<file path="src/rtl/count_event_unit_if.sv">
// Bus bundle between the counter-side producer/consumer and count_event_unit.
// master drives counter/config/ack inputs; slave is the event unit itself.
interface count_event_unit_if #(
  parameter int WIDTH = 32
);
  logic [WIDTH-1:0] count_in;
  logic             m_in;
  logic             cfg_wr;
  logic [1:0]       cfg_sel;
  logic [WIDTH-1:0] cfg_data;
  logic             cap_trig;
  logic             cap_rd;
  logic [WIDTH-1:0] cap_value;
  logic             cap_valid;
  logic             cap_ovr;
  logic [3:0]       status;
  logic [3:0]       irq_ack;
  logic             irq;

  modport master (
    output count_in, m_in, cfg_wr, cfg_sel, cfg_data, cap_trig, cap_rd, irq_ack,
    input  cap_value, cap_valid, cap_ovr, status, irq
  );

  modport slave (
    input  count_in, m_in, cfg_wr, cfg_sel, cfg_data, cap_trig, cap_rd, irq_ack,
    output cap_value, cap_valid, cap_ovr, status, irq
  );
endinterface

</file>
<file path="src/rtl/count_event_unit.sv">
// Sticky event monitor for an up/down counter: compare matches, wrap, optional capture.
// Define COUNT_EVENT_CAPTURE_EN to build the synchronised external capture path.
module count_event_unit #(
  parameter int WIDTH       = 32,
  parameter int SYNC_STAGES = 2
) (
  input  logic             clk,
  input  logic             rst,
  count_event_unit_if.slave bus
);

  logic [WIDTH-1:0] cmp0_q, cmp1_q, prev_count_q;
  logic [3:0]       mask_q, status_q, status_d, ev;
  logic             prev_eq0_q, prev_eq1_q, irq_q;
  logic             eq0, eq1, wrap_ev, cap_ev;

  assign eq0 = (bus.count_in == cmp0_q);
  assign eq1 = (bus.count_in == cmp1_q);

  // A reload from all-ones to zero while counting up looks exactly like a wrap.
  assign wrap_ev = ( bus.m_in && (prev_count_q == '1) && (bus.count_in == '0)) ||
                   (!bus.m_in && (prev_count_q == '0) && (bus.count_in == '1));

  always_comb begin
    ev       = {wrap_ev, cap_ev, eq1 & ~prev_eq1_q, eq0 & ~prev_eq0_q};
    status_d = (status_q & ~bus.irq_ack) | ev;
  end

  always_ff @(posedge clk or posedge rst) begin
    if (rst) begin
      cmp0_q       <= '1;
      cmp1_q       <= '1;
      mask_q       <= '0;
      prev_count_q <= '0;
      prev_eq0_q   <= 1'b0;
      prev_eq1_q   <= 1'b0;
      status_q     <= '0;
      irq_q        <= 1'b0;
    end else begin
      prev_count_q <= bus.count_in;
      prev_eq0_q   <= eq0;
      prev_eq1_q   <= eq1;
      status_q     <= status_d;
      // irq follows the next status but the current mask, so mask writes land one cycle later.
      irq_q        <= |(status_d & mask_q);
      if (bus.cfg_wr) begin
        unique case (bus.cfg_sel)
          2'd0:    cmp0_q <= bus.cfg_data;
          2'd1:    cmp1_q <= bus.cfg_data;
          2'd2:    mask_q <= bus.cfg_data[3:0];
          default: ;
        endcase
      end
    end
  end

  assign bus.status = status_q;
  assign bus.irq    = irq_q;

`ifdef COUNT_EVENT_CAPTURE_EN
  logic [SYNC_STAGES-1:0] sync_q;
  logic                   sync_last_q;
  logic [WIDTH-1:0]       cap_value_q;
  logic                   cap_valid_q, cap_ovr_q;

  assign cap_ev = sync_q[SYNC_STAGES-1] & ~sync_last_q;

  always_ff @(posedge clk or posedge rst) begin
    if (rst) begin
      sync_q      <= '0;
      sync_last_q <= 1'b0;
      cap_value_q <= '0;
      cap_valid_q <= 1'b0;
      cap_ovr_q   <= 1'b0;
    end else begin
      sync_q      <= {sync_q[SYNC_STAGES-2:0], bus.cap_trig};
      sync_last_q <= sync_q[SYNC_STAGES-1];
      if (cap_ev) begin
        cap_value_q <= bus.count_in;
        cap_valid_q <= 1'b1;
        // A read in the same cycle consumed the old value, so nothing was lost.
        if (cap_valid_q && !bus.cap_rd) cap_ovr_q <= 1'b1;
      end else if (bus.cap_rd) begin
        cap_valid_q <= 1'b0;
      end
    end
  end

  assign bus.cap_value = cap_value_q;
  assign bus.cap_valid = cap_valid_q;
  assign bus.cap_ovr   = cap_ovr_q;
`else
  localparam int sync_stages_unused = SYNC_STAGES;
  logic cap_inputs_unused;

  assign cap_inputs_unused = bus.cap_trig ^ bus.cap_rd;
  assign cap_ev            = 1'b0;
  assign bus.cap_value     = '0;
  assign bus.cap_valid     = 1'b0;
  assign bus.cap_ovr       = 1'b0;
`endif

endmodule

</file>
<file path="src/flat_wrapper.sv">
// flat-port wrapper written by rule: the top's interface ports become plain ports
module count_event_unit_flat 
#(
  parameter int WIDTH       = 32,
  parameter int SYNC_STAGES = 2
)
  (clk, rst, bus_count_in, bus_m_in, bus_cfg_wr, bus_cfg_sel, bus_cfg_data, bus_cap_trig, bus_cap_rd, bus_irq_ack, bus_cap_value, bus_cap_valid, bus_cap_ovr, bus_status, bus_irq);
  count_event_unit_if #(.WIDTH(WIDTH)) bus_i ();
  input  logic clk;
  input  logic rst;
  input wire logic [$bits(bus_i.count_in)-1:0] bus_count_in;
  input wire logic [$bits(bus_i.m_in)-1:0] bus_m_in;
  input wire logic [$bits(bus_i.cfg_wr)-1:0] bus_cfg_wr;
  input wire logic [$bits(bus_i.cfg_sel)-1:0] bus_cfg_sel;
  input wire logic [$bits(bus_i.cfg_data)-1:0] bus_cfg_data;
  input wire logic [$bits(bus_i.cap_trig)-1:0] bus_cap_trig;
  input wire logic [$bits(bus_i.cap_rd)-1:0] bus_cap_rd;
  input wire logic [$bits(bus_i.irq_ack)-1:0] bus_irq_ack;
  output wire logic [$bits(bus_i.cap_value)-1:0] bus_cap_value;
  output wire logic [$bits(bus_i.cap_valid)-1:0] bus_cap_valid;
  output wire logic [$bits(bus_i.cap_ovr)-1:0] bus_cap_ovr;
  output wire logic [$bits(bus_i.status)-1:0] bus_status;
  output wire logic [$bits(bus_i.irq)-1:0] bus_irq;
  assign bus_i.count_in = bus_count_in;
  assign bus_i.m_in = bus_m_in;
  assign bus_i.cfg_wr = bus_cfg_wr;
  assign bus_i.cfg_sel = bus_cfg_sel;
  assign bus_i.cfg_data = bus_cfg_data;
  assign bus_i.cap_trig = bus_cap_trig;
  assign bus_i.cap_rd = bus_cap_rd;
  assign bus_i.irq_ack = bus_irq_ack;
  assign bus_cap_value = bus_i.cap_value;
  assign bus_cap_valid = bus_i.cap_valid;
  assign bus_cap_ovr = bus_i.cap_ovr;
  assign bus_status = bus_i.status;
  assign bus_irq = bus_i.irq;
  count_event_unit #(.WIDTH(WIDTH), .SYNC_STAGES(SYNC_STAGES)) u_core (.clk(clk), .rst(rst), .bus(bus_i));
endmodule
</file>
<file path="config.mk">
export PLATFORM = sky130hd
export DESIGN_NAME = count_event_unit_flat
export DESIGN_NICKNAME = d
export VERILOG_FILES = /design/src/rtl/count_event_unit_if.sv /design/src/rtl/count_event_unit.sv /design/src/flat_wrapper.sv
export SDC_FILE = /design/constraint.sdc
export NUM_CORES = 1
export LEC_CHECK = 0
export BUFFER_PORTS_ARGS = -buffer_cell sky130_fd_sc_hd__buf_2
export CORE_UTILIZATION = 27
export CTS_CLUSTER_SIZE = 40
export DETAILED_ROUTE_END_ITERATION = 6
export GPL_ROUTABILITY_DRIVEN = 0
export GPL_TIMING_DRIVEN = 0
export MAX_ROUTING_LAYER = met4
export SETUP_SLACK_MARGIN = 0.02
export SLEW_MARGIN = 20
export SYNTH_ARGS = -nofsm -noshare
export SYNTH_HDL_FRONTEND = slang
export SYNTH_SLANG_ARGS = --single-unit
</file>
<file path="constraint.sdc">
create_clock -name clk -period 7.2 [get_ports clk]
set_input_delay 0.72 -clock clk [delete_from_list [all_inputs] [get_ports clk]]
set_output_delay 0.72 -clock clk [all_outputs]
set_load 0.02 [all_outputs]
</file>
; ---- Word level (Yosys, flattened, before mapping)
; Cells that the tools add are included.
[word_totals]
register_bits = 107
output_inout_bits = 39
[classes]
n_reduce_logical = 13
bitwise = 8
eq_ne = 6
[ops]
columns = operator, count
row1 = 32-bit equality test, 2
row2 = 32-bit equality test (second input constant), 2
row3 = 32-bit logical NOT, 2
row4 = 4-bit AND, 2
row5 = 2-bit AND reduction, 3
row6 = 1-bit logical AND, 4
row7 = 4-bit inverter, 1
row8 = 4-bit OR, 1
row9 = 4-bit OR reduction, 1
row10 = 1-bit AND, 2
row11 = 2-bit by 1-bit equality test with 1-bit output (second input constant), 1
row12 = 2-bit equality test (second input constant), 1
row13 = 2-bit logical NOT, 1
row14 = 1-bit inverter, 2
row15 = 1-bit logical NOT, 1
row16 = 1-bit logical OR, 1

; ---- Longest topological paths before layout
; Gate-level depths: netlist of run 1.
[depth]
word_depth = 7
ltp_mapped = 6
depth_no_buf = 6

; ---- Least setup slack after synthesis of run 1
; OpenSTA, ideal clock, no wires.
[synth_path]
path_type = in2reg
start = input port bus_count_in[17]
end = register u_core.irq_q (netlist: u_core.bus.irq)
path_stages = 6
t_required_ns = 7.136
path_slack_ns = 5.441
t_arrival_ns = 1.695
path_cell_list = nand4_1 > or4_1 > nor3_2 > nand4_1 > nand2_1 > a21o_1
[synth_via]
elab_chain_cells = 6
elab_cells_between_ends = 12
cone_classes = 3 x eq/ne / 4 x bitwise / 5 x reduce/logical
[synth_rtl]
columns = item, line
row1 = start: declaration, flat_wrapper.sv:11  ; input wire logic [$bits(bus_i.count_in)-1:0] bus_count_in;
row2 = 32-bit equality test or 32-bit logical NOT (tied branches), "count_event_unit.sv:22, count_event_unit.sv:21"
row3 = "1-bit logical AND, on equally long branches", "count_event_unit.sv:22, count_event_unit.sv:21"
row4 = 1-bit logical OR, count_event_unit.sv:21  ; assign wrap_ev = ( bus.m_in && (prev_count_q == '1) && (bus.count_in == '0)) ||
row5 = 4-bit OR (*), count_event_unit.sv:26  ; status_d = (status_q & ~bus.irq_ack) | ev;
row6 = 4-bit AND (*), count_event_unit.sv:45  ; irq_q <= |(status_d & mask_q);
row7 = 4-bit OR reduction (*), count_event_unit.sv:45
row8 = end signal: assignment, count_event_unit.sv:45
row9 = end: declaration, count_event_unit.sv:14  ; logic prev_eq0_q, prev_eq1_q, irq_q;
; Every way passes the cells marked *; elsewhere a longest branch is shown, timed or not.
; A chain may end at the register's enable or synchronous reset.

; ---- Worst setup path in the final report of run 1
[layout_path]
start = input port bus_count_in[15]
end = register u_core.irq_q (netlist: u_core.bus.irq)
[layout_via]
elab_cells_between_ends = 12
cone_classes = 3 x eq/ne / 4 x bitwise / 5 x reduce/logical
[layout_rtl]
columns = item, line
row1 = 32-bit equality test, count_event_unit.sv:17  ; assign eq0 = (bus.count_in == cmp0_q);
row2 = via u_core.eq0, count_event_unit.sv:15  ; logic eq0, eq1, wrap_ev, cap_ev;
row3 = 1-bit AND, count_event_unit.sv:25  ; ev = {wrap_ev, cap_ev, eq1 & ~prev_eq1_q, eq0 & ~prev_eq0_q};
row4 = 4-bit OR, count_event_unit.sv:26
row5 = 4-bit AND, count_event_unit.sv:45
row6 = 4-bit OR reduction, count_event_unit.sv:45
; The timed path passes the listed nets, and every way through them passes these cells.

==> qor.yml, run 1 <==
finish:
  design_area_sq_um: 6161
  diodes: 0
  drive_gt1_share_pct: 42.45
  final_util_pct: 34.18
  final_net_count: 568
  area.growth.synth_to_final_pct: 24.06
setup_path:
  ff2ff_setup_slack_ns: 5.17
  crit_type: "in2reg"
  path_max_fanout: 5
  rr_endpoint: "u_core.bus.irq"
  r2r_cells: 6
  cpMaxStageDelayCell: "nor4_1"
  arrival_ns: 2.41
  critical-path-max-stage-delay_ns: 0.60
  startpoint_type: "primary input"
  cp_top_family: "simple AND/OR/NAND/NOR gates"
  worst-path-buf-inv: 1
  end_kind: "flip-flop"
  r2r_start: "u_core.cmp0_q[15]"
  path_cells: "buf_2 > xor2_1 > nor4_1 > nand4_1 > nor2_1 > a221o_1 > a21o_1"
  required_ns: 7.49
synthesis:
  yosys-top-cells-count: "dfstp_2, mux2_1, xor2_1"
  avgSynthCellArea_sq_um: 13.46
  yosysWarnings: 0
  syn-cell-area_sq_um: 4966
  ys.flop_type: "dfstp_2"
  ys_async_sr_fraction_pct: 100.0
  yosysTopAreaCell: "dfstp_2"
  synth_top_cell_area_share_pct: 33.86
  ys_ff_latch: 107
  syn_inst: 369
  synth_edf_count: 0
  synthDistinctLibCells: 32
  ys_seq_area_share_pct: 55.53
  ys_top_cells_by_area: "dfstp_2, dfrtp_1, mux2_1"
grt:
  gr-total-overflow: 0
  first_global_vias: 3408
  busiest_layer: "met2"
  grt_usage_pct: 14.88
  grt_pass1_wl_mm: 19.67
  grt_max_degree: 60
  use_met1_pct: 18.29
  antenna_found_initial: 0
  grtUsageMet3_pct: 3.606
  met2_usage_pct: 23.73
clock_network:
  cts_root_buf: "clkbuf_16"
  cts.sinks: 107
  cts_resized: 0
  tritoncts: "done"
  h-tree-depth: 3
  clk_pin_slew_ns: 0.07
  clkLatencyLatePin_ns: 0.35
  hold_buffers: 0
  post_cts_buffers: 0
  ctsLongestPathBuffers: 2
  cts_buffers: 9
timing:
  clock.fmax_mhz: 472.2
  slew_violations: 0
  finalSetupViolCount: 0
  maxSlewHeadroom_pct: 55.93
  fin_crit_ns: 2.118
  rsz0062_at_grt: "no"
  worstMarginPinSlew_ns: 0.6551
  finalHoldViolCount: 0
  finalCritPeriodShare_pct: 29.41
  tns_ns: 0
  finalClockSkew_ns: 0.004287
detailed_routing:
  detail-route-antenna-nets: 0
  post_drt_via_cell_ratio: 4.485
  drc_errors: 0
  vias: 3256
  drt-total-wl_mm: 12.73
  wire_per_inst_um: 17.53
  drtIter0Drc: 107
  drtPass1Iterations: 4
floorplanning:
  ios: 115
  die_area_sq_um: 18940
  die_y_um: 137.6
  start_util_pct: 27.55
  core_sq_um: 18020
  die_x_um: 137.6
  rows: 49
power:
  power_mw: 1.617
  powerDensity_nw_per_um2: 262.4
  power_switching_mw: 0.4026
  p_leak_nw: 2.702
  p_clk_share_pct: 36.2
  internal-power_mw: 1.214
  ir_worst_vdd_mv: 0.1504
  switching_share_pct: 24.90
  seqPwrFrac_pct: 48.7
  combPwrFrac_pct: 15.1
run_status:
  status: "finished clean"
min_path:
  min_path_type: "in2async"
place:
  portBuffers: 78
  hpwlAfterDp_mm: 10.08
  placed_cell_area_sq_um: 5799
job:
  max-cap-violations: 0
==> sequential cells by signal, indices dropped and copies added (netlist names) <==
name and count:
u_core.bus.irq 1, u_core.cmp1_q 32, u_core.cmp0_q 32, u_core.prev_count_q 32, u_core.mask_q 4, u_core.prev_eq1_q 1, u_core.bus.status 4, u_core.prev_eq0_q 1
==> power groups by stage <==
stage / sequential, mW / clock, mW / combinational [mW]
5_1_grt: 0.800 / 0.615 / 0.270
3_5_place_dp: 0.798 / 0 / 0.245
3_3_place_gp: 0.792 / 0 / 0.236
6_report: 0.788 / 0.585 / 0.244
2_1_floorplan: 0.782 / 0 / 0.162
4_1_cts: 0.789 / 0.594 / 0.247
==> cell type report <==
type                            count  area, sq um
Timing Repair Buffer               79        417.9
Clock buffer                       12        266.5
Fill cell                        1824        11860
Inverter                            4        20.02
Multi-Input combinational cell    251         2032
Tap cell                          229        286.5
Buffer                             40        285.3
Sequential cell                   107         2758
Clock inverter                      4        95.09
==> worst register-to-register path, delay by kind of cell (launching register included) <==
family | cells | cell delay, ns
flip-flops | 1 | 0.54
AO/OA/AOI/OAI | 2 | 0.27
XOR/XNOR | 1 | 0.06
AND/OR/NAND/NOR | 3 | 1.10
==> kinds of logic after synthesis <==
kind of cell,share of synthesized area [%]
other,0.07551
DFF,55.53
xor gates and xnor gates,11.29
AOI/OAI and AO/OA,1.033
and+or+nand+nor,10.61
muxes,15.42
buffers and inverters,6.047
==> placed cells by master (no fill, tap or decap), drive strengths merged <==
| cell | instances |
|---|---|
| nand4 | 20 |
| nand2 | 2 |
| a32oi | 1 |
| or2b | 1 |
| nor3b | 1 |
| clkbuf | 12 |
| nor2b | 1 |
| nor3 | 4 |
| o32ai | 2 |
| conb | 34 |
| and4 | 1 |
| nand3b | 4 |
| bufinv | 3 |
| dfrtp | 43 |
| and2b | 2 |
| buf | 119 |
| or4 | 2 |
| a21o | 2 |
| nor4 | 31 |
| nor2 | 3 |
| nor4b | 1 |
| nand3 | 4 |
| clkinv | 1 |
| xor2 | 64 |
| nand4b | 2 |
| a221o | 1 |
| mux2 | 68 |
| inv | 4 |
| dfstp | 64 |
==> worst max path at each step <==
stage	startpoint	end	slack (ns)	cells after the start
3_5_place_dp	bus_count_in[15]	u_core.bus.irq	4.71	7
3_3_place_gp	rst	u_core.bus.status[2]	2.67	2
4_1_cts	bus_count_in[15]	u_core.bus.irq	5.08	7
6_report	bus_count_in[15]	u_core.bus.irq	5.08	7
5_1_grt	bus_count_in[15]	u_core.bus.irq	5.02	7
2_1_floorplan	rst	u_core.bus.irq	3.77	1
==> per-layer routing <==
layer	vias to the layer above	part of all wire, %
met5	-	0
met1	1623	45
met2	107	48
li1	1506	-
met3	20	5.2
met4	0	2.1
==> stage by stage <==
step,std cells,worst slack (ns),hold slack (ns)
6_report,726,5.082,0.4401
5_1_grt,726,5.025,0.4653
4_1_cts,726,5.075,0.4472
3_5_place_dp,710,4.715,0.4622
3_3_place_gp,709,2.668,0.4529
2_1_floorplan,402,3.769,0.4388
No activity file was read; power rests on OpenSTA's default activity.
==> run 2, diff against run 1 <==
Clock period 7.2 ns to 1.8 ns, I/O delays scaled along.
==> run 2 against run 1 <==
Net effect: worst hold slack lost 0.43 ns; non-clock buffer count rose by 6; largest cell class unchanged; highest routed layer unchanged; sequential share of layout area down 1.0 points.
==> qor.yml, run 2 (same netlist as run 1, synthesis figures left out) <==
timing:
  finalClockSkew_ns: 0.007439  # +0.003153 ns
  fin_crit_ns: 1.793
  finalHoldViolCount: 0  # unchanged
  rsz0062_at_grt: "yes"
  tns_ns: 0  # unchanged
  slew_violations: 0  # unchanged
  fin_ws_ns: 0.006694  # -5.076 ns
  finalSetupViolCount: 0  # unchanged
  finalCritPeriodShare_pct: 99.63
  clock.fmax_mhz: 557.6
detailed_routing:
  drtPass1Iterations: 5  # +1
  highest_layer: "met4"
  drtIter0Drc: 97  # -9.3%
  drt-total-wl_mm: 12.49  # -1.9%
  wl_met3_um: 665  # +0.30%
  detail-route-antenna-nets: 0  # unchanged
  vias: 3250  # -0.18%
  wire_per_inst_um: 17.07  # -2.7%
  met2_length_mm: 5.865  # -3.1%
  wl_met1_mm: 5.839  # +1.6%
  post_drt_via_cell_ratio: 4.440  # -1.0%
  drc_errors: 0  # unchanged
finish:
  reg_top3: "u_core.cmp0_q x32, u_core.cmp1_q x32, u_core.prev_count_q x32"
  area.growth.synth_to_final_pct: 26.91
  final_net_count: 574  # +1.1%
  layout.area.seq_sq_um: 2758  # unchanged
  final_util_pct: 34.96  # +0.78 points
  multi_input_area_sq_um: 2162  # +6.4%
  diodes: 0  # unchanged
  mostFrequentLayoutCells: "buf_2, mux2_1, dfstp_2, xor2_1, dfrtp_1"
  drive_gt1_share_pct: 46.72  # +4.3 points
  fill_cells: 1778  # -2.5%
  mostFrequentLayoutCell: "buf_2"
setup_path:
  required_ns: 2.08  # -5.41 ns
  r2r_cells: 6  # unchanged
  path_max_fanout: 2  # -3
  end_kind: "flip-flop"
  arrival_ns: 2.08  # -0.33 ns
  crit_type: "reg2reg"
  startpoint_type: "flip-flop"
power:
  powerDensity_nw_per_um2: 978.3  # +270%
  ir_worst_vdd_mv: 0.4164  # +180%
  power_mw: 6.166  # +280%
  p_leak_nw: 2.719  # +0.64%
job:
  max-cap-violations: 0  # unchanged
grt:
  antenna_found_initial: 0  # unchanged
  first_global_vias: 3412  # +0.12%
  grt_pass1_wl_mm: 19.58  # -0.45%
  grt_max_degree: 37  # -38%
  grt_usage_pct: 14.49  # -0.39 points
  gr-total-overflow: 0  # unchanged
run_status:
  status: "finished clean"
clock_network:
  cts.sinks: 107  # unchanged
  cts_buffers: 9  # unchanged
  hold_buffers: 0  # unchanged
  clkLatencyLatePin_ns: 0.34  # about the same
  clk_pin_slew_ns: 0.07  # about the same
  ctsLongestPathBuffers: 2  # unchanged
  h-tree-depth: 3  # unchanged
  tritoncts: "done"
  cts_root_buf: "clkbuf_16"
min_path:
  holdPathStages: 2
  min_path_type: "in2reg"
floorplanning:
  die_x_um: 137.6  # unchanged
  rows: 49  # unchanged
  ios: 115  # unchanged
  die_y_um: 137.6  # unchanged
  core_sq_um: 18020  # unchanged
  start_util_pct: 27.55  # unchanged
  die_area_sq_um: 18940  # unchanged
place:
  hpwlAfterDp_mm: 10.07  # about the same
  portBuffers: 78  # unchanged
  dp_slack_ns: -0.2254  # -4.940 ns
-- run 2: cell count changes in the layout (fill, tap and decap cells not counted), sizes merged --
cell and change:
buf +6, bufinv -3, clkbuf +1, clkinvlp +3, inv -1
-- run 2: routing by layer --
layer	track usage, %	vias to the layer above
li1	-	1513
met1	19.17	1622
met2	22.84	104
met5	-	-
met4	3.785	0
met3	2.502	11
-- run 2: final timing paths --
kind | startpoint | to | slack [ns]
worst max register to register | u_core.cmp0_q[31] | u_core.bus.irq | 0.007
worst min-delay path | bus_irq_ack[2] | u_core.bus.status[2] | 0.009
min in group asynchronous | rst | u_core.cmp0_q[19] | 0.15
worst max-delay path | u_core.cmp0_q[31] | u_core.bus.irq | 0.007
max in group asynchronous | rst | u_core.cmp1_q[6] | 1.17
worst min register to register | u_core.prev_eq1_q | u_core.bus.status[1] | 0.48
-- run 2: worst max-delay path: stages, from the launching register on --
cell and delay (ns):
dfstp_2 0.53, xor2_1 0.07, nor4_2 0.44, nand4_1 0.26, nor2_2 0.18, a221o_1 0.16, a21o_1 0.08
-- run 2: stage by stage --
stage | hold slack (ns) | cells | cell area, sq um
finish | 0.009247 | 732 | 6302
global route | 0.006005 | 732 | 6302
CTS | 0.005009 | 731 | 6247
detailed placement | 0.3667 | 712 | 5838
global placement | 0.3638 | 709 | 5771
floorplan | 0.2114 | 402 | 5094
-- run 2: area by class of cell --
| class | instances | area share, % |
|---|---|---|
| Sequential cell | 107 | 43.76 |
| Clock buffer | 13 | 4.447 |
| Multi-Input combinational cell | 251 | 34.31 |
| Tap cell | 229 | 4.546 |
| Inverter | 4 | 0.2978 |
| Clock inverter | 3 | 0.3176 |
| Timing Repair Buffer | 85 | 7.802 |
| Buffer | 40 | 4.527 |
-- run 2: repair_timing --
action	4_1_cts	5_1_grt
hold endpoints to repair	0	0
setup buffers	3	1
pin swaps	7	8
resized for setup	13	8
endpoints found under the setup margin	4	3
-- run 2: where the power goes --
group | internal (mW) | total [mW] | switching (mW)
logic | 0.486 | 1.06 | 0.571
registers | 2.93 | 3.16 | 0.225
clock network | 1.09 | 1.95 | 0.860
total | 4.51 | 6.17 | 1.66
==> run 3, diff against run 2 <==
Settings changed: CORE_ASPECT_RATIO from default to 1.1.
==> run 3 against run 2 <==
Net effect: worst setup slack gained 0.0021 ns; fmax up 0.12%; sequential power about the same; sequential cell count stayed put; count of clock-buffer cells in the layout stayed put; total power rose by 0.27%; clock skew increased by 0.00062 ns; die area hardly changed; largest power group unchanged; highest routed layer unchanged.
==> qor.yml, run 3 (same netlist as run 1, synthesis figures left out) <==
finish:
  instances_no_fill: 742  # +1.4%
  final_util_pct: 35.37  # +0.41 points
  mostFrequentLayoutCell: "buf_2"
  area.growth.synth_to_final_pct: 27.26
  drive_gt1_share_pct: 45.92  # -0.80 points
  final_net_count: 574  # unchanged
  reg_top3: "u_core.cmp0_q x32, u_core.cmp1_q x32, u_core.prev_count_q x32"
  fill_cells: 1779  # +0.056%
  mostFrequentLayoutCells: "buf_2, mux2_1, dfstp_2, xor2_1, dfrtp_1"
clock_network:
  cts.sinks: 107  # unchanged
  cts_buffers: 9  # unchanged
  h-tree-depth: 3  # unchanged
  cts_root_buf: "clkbuf_16"
  tritoncts: "done"
  clk_pin_slew_ns: 0.07  # about the same
  ctsLongestPathBuffers: 2  # unchanged
  clkLatencyLatePin_ns: 0.35  # about the same
floorplanning:
  ios: 115  # unchanged
  core_sq_um: 17870  # -0.87%
  start_util_pct: 27.79  # +0.24 points
  die_x_um: 131.3  # -4.6%
  die_y_um: 144.2  # +4.8%
  rows: 51  # +4.1%
  die_area_sq_um: 18940  # about the same
detailed_routing:
  drc_errors: 0  # unchanged
  post_drt_via_cell_ratio: 4.395  # -1.0%
  vias: 3261  # +0.34%
  detail-route-antenna-nets: 0  # unchanged
  drtIter0Drc: 133  # +37%
  drtPass1Iterations: 4  # -1
  drt-total-wl_mm: 12.75  # +2.1%
  wire_per_inst_um: 17.18  # +0.69%
setup_path:
  worst-path-buf-inv: 1  # +1
  required_ns: 2.05  # -0.03 ns
  crit_type: "reg2reg"
  cpMaxStageDelayCell: "dfstp_2"
  cp_top_family: "simple AND/OR/NAND/NOR gates"
  critical-path-max-stage-delay_ns: 0.55  # +0.02 ns
  end_kind: "flip-flop"
  startpoint_type: "flip-flop"
  path_max_fanout: 2  # unchanged
  arrival_ns: 2.04  # -0.04 ns
  path_cells: "xor2_2 > nor4_4 > nand4_1 > buf_4 > o32ai_1"
place:
  portBuffers: 78  # unchanged
  hpwlAfterDp_mm: 10.23  # +1.6%
  dpl.cell_count: 721  # +1.3%
timing:
  finalHoldViolCount: 0  # unchanged
  finalCritPeriodShare_pct: 99.51  # -0.11 points
  rsz0062_at_grt: "yes"
  clock.fmax_mhz: 558.3  # +0.12%
  finalClockSkew_ns: 0.008054  # +0.0006151 ns
  finalSetupViolCount: 0  # unchanged
  worstMarginPinSlew_ns: 0.5093
  tns_ns: 0  # unchanged
  maxSlewHeadroom_pct: 65.90
  hold_slack_ns: 0.01969  # +0.01044 ns
  fin_crit_ns: 1.791  # -0.002065 ns
  slew_violations: 0  # unchanged
min_path:
  min_path_type: "in2reg"
grt:
  first_global_vias: 3431  # +0.56%
  antenna_found_initial: 1  # +1
  grt_pass1_wl_mm: 19.89  # +1.5%
  grt_max_degree: 35  # -5.4%
  gr-total-overflow: 0  # unchanged
  grt_usage_pct: 14.48  # about the same
power:
  powerDensity_nw_per_um2: 978.2  # about the same
  p_leak_nw: 2.722  # +0.11%
  ir_worst_vdd_mv: 0.5587  # +34%
job:
  max-cap-violations: 0  # unchanged
run_status:
  status: "finished clean"
-- run 3: changes by cell type in the layout (fill, tap and decap cells not counted), moves of 2 or more --
cell and delta:
clkbuf_8 -2, clkinvlp_4 -2, buf_4 -2, dlygate4sd3_1 +2
-- run 3: what timing repair did --
action	CTS	global route
gates resized for setup	11	10
buffers inserted	2	0
pin swaps	4	10
hold endpoints to repair	1	1
setup endpoints to repair	5	2
hold buffers	1	1
-- run 3: routing by layer --
metal  global-route usage, %  vias to the layer above  part of all wire (%)
met4                   2.876                        0                   1.0
met1                   17.96                     1623                    44
met5                       -                        -                     0
met2                   23.66                      113                    49
li1                        -                     1516                     -
met3                   4.101                        9                   5.7
-- run 3: worst paths after layout --
kind                                           endpoint  depth (start not counted)               from  slack, ns
worst max register to register     u_core.bus.status[0]                          5  u_core.cmp0_q[15]      0.009
worst max-delay path               u_core.bus.status[0]                          5  u_core.cmp0_q[15]      0.009
min in group asynchronous             u_core.cmp0_q[10]                          2                rst       0.16
worst min register to register     u_core.bus.status[1]                          1  u_core.prev_eq1_q       0.47
worst min-delay path            u_core.prev_count_q[10]                          1   bus_count_in[10]       0.02
max in group asynchronous             u_core.cmp0_q[14]                          4                rst       1.10
-- run 3: through the flow --
step / cell area [sq um] / setup slack [ns] / total power [mW]
CTS: 6250 / 0.01966 / 6.207
detailed placement: 5849 / -0.2541 / 4.172
floorplan: 5094 / 0.3466 / 3.775
global route: 6320 / -0.03122 / 6.481
finish: 6320 / 0.008759 / 6.182
global placement: 5782 / -0.2713 / 4.111
-- run 3: area by class of cell --
class	count	area, sq um	area share (%)
repair buffers	85	496.7	7.860
clock inverters	3	18.77	0.2970
flip-flops and latches	107	2758	43.63
plain buffers	40	285.3	4.514
clock buffers	13	281.5	4.455
multi-input cells	251	2161	34.19
inverters	4	18.77	0.2970
diodes	1	2.502	0.03960
well taps	238	297.8	4.712
-- run 3: power breakdown --
| part | internal [mW] | leakage, nW | switching [mW] |
|---|---|---|---|
| clock | 1.10 | 0.151 | 0.860 |
| combinational | 0.488 | 1.38 | 0.569 |
| sequential | 2.94 | 1.19 | 0.230 |
| total | 4.52 | 2.72 | 1.66 |
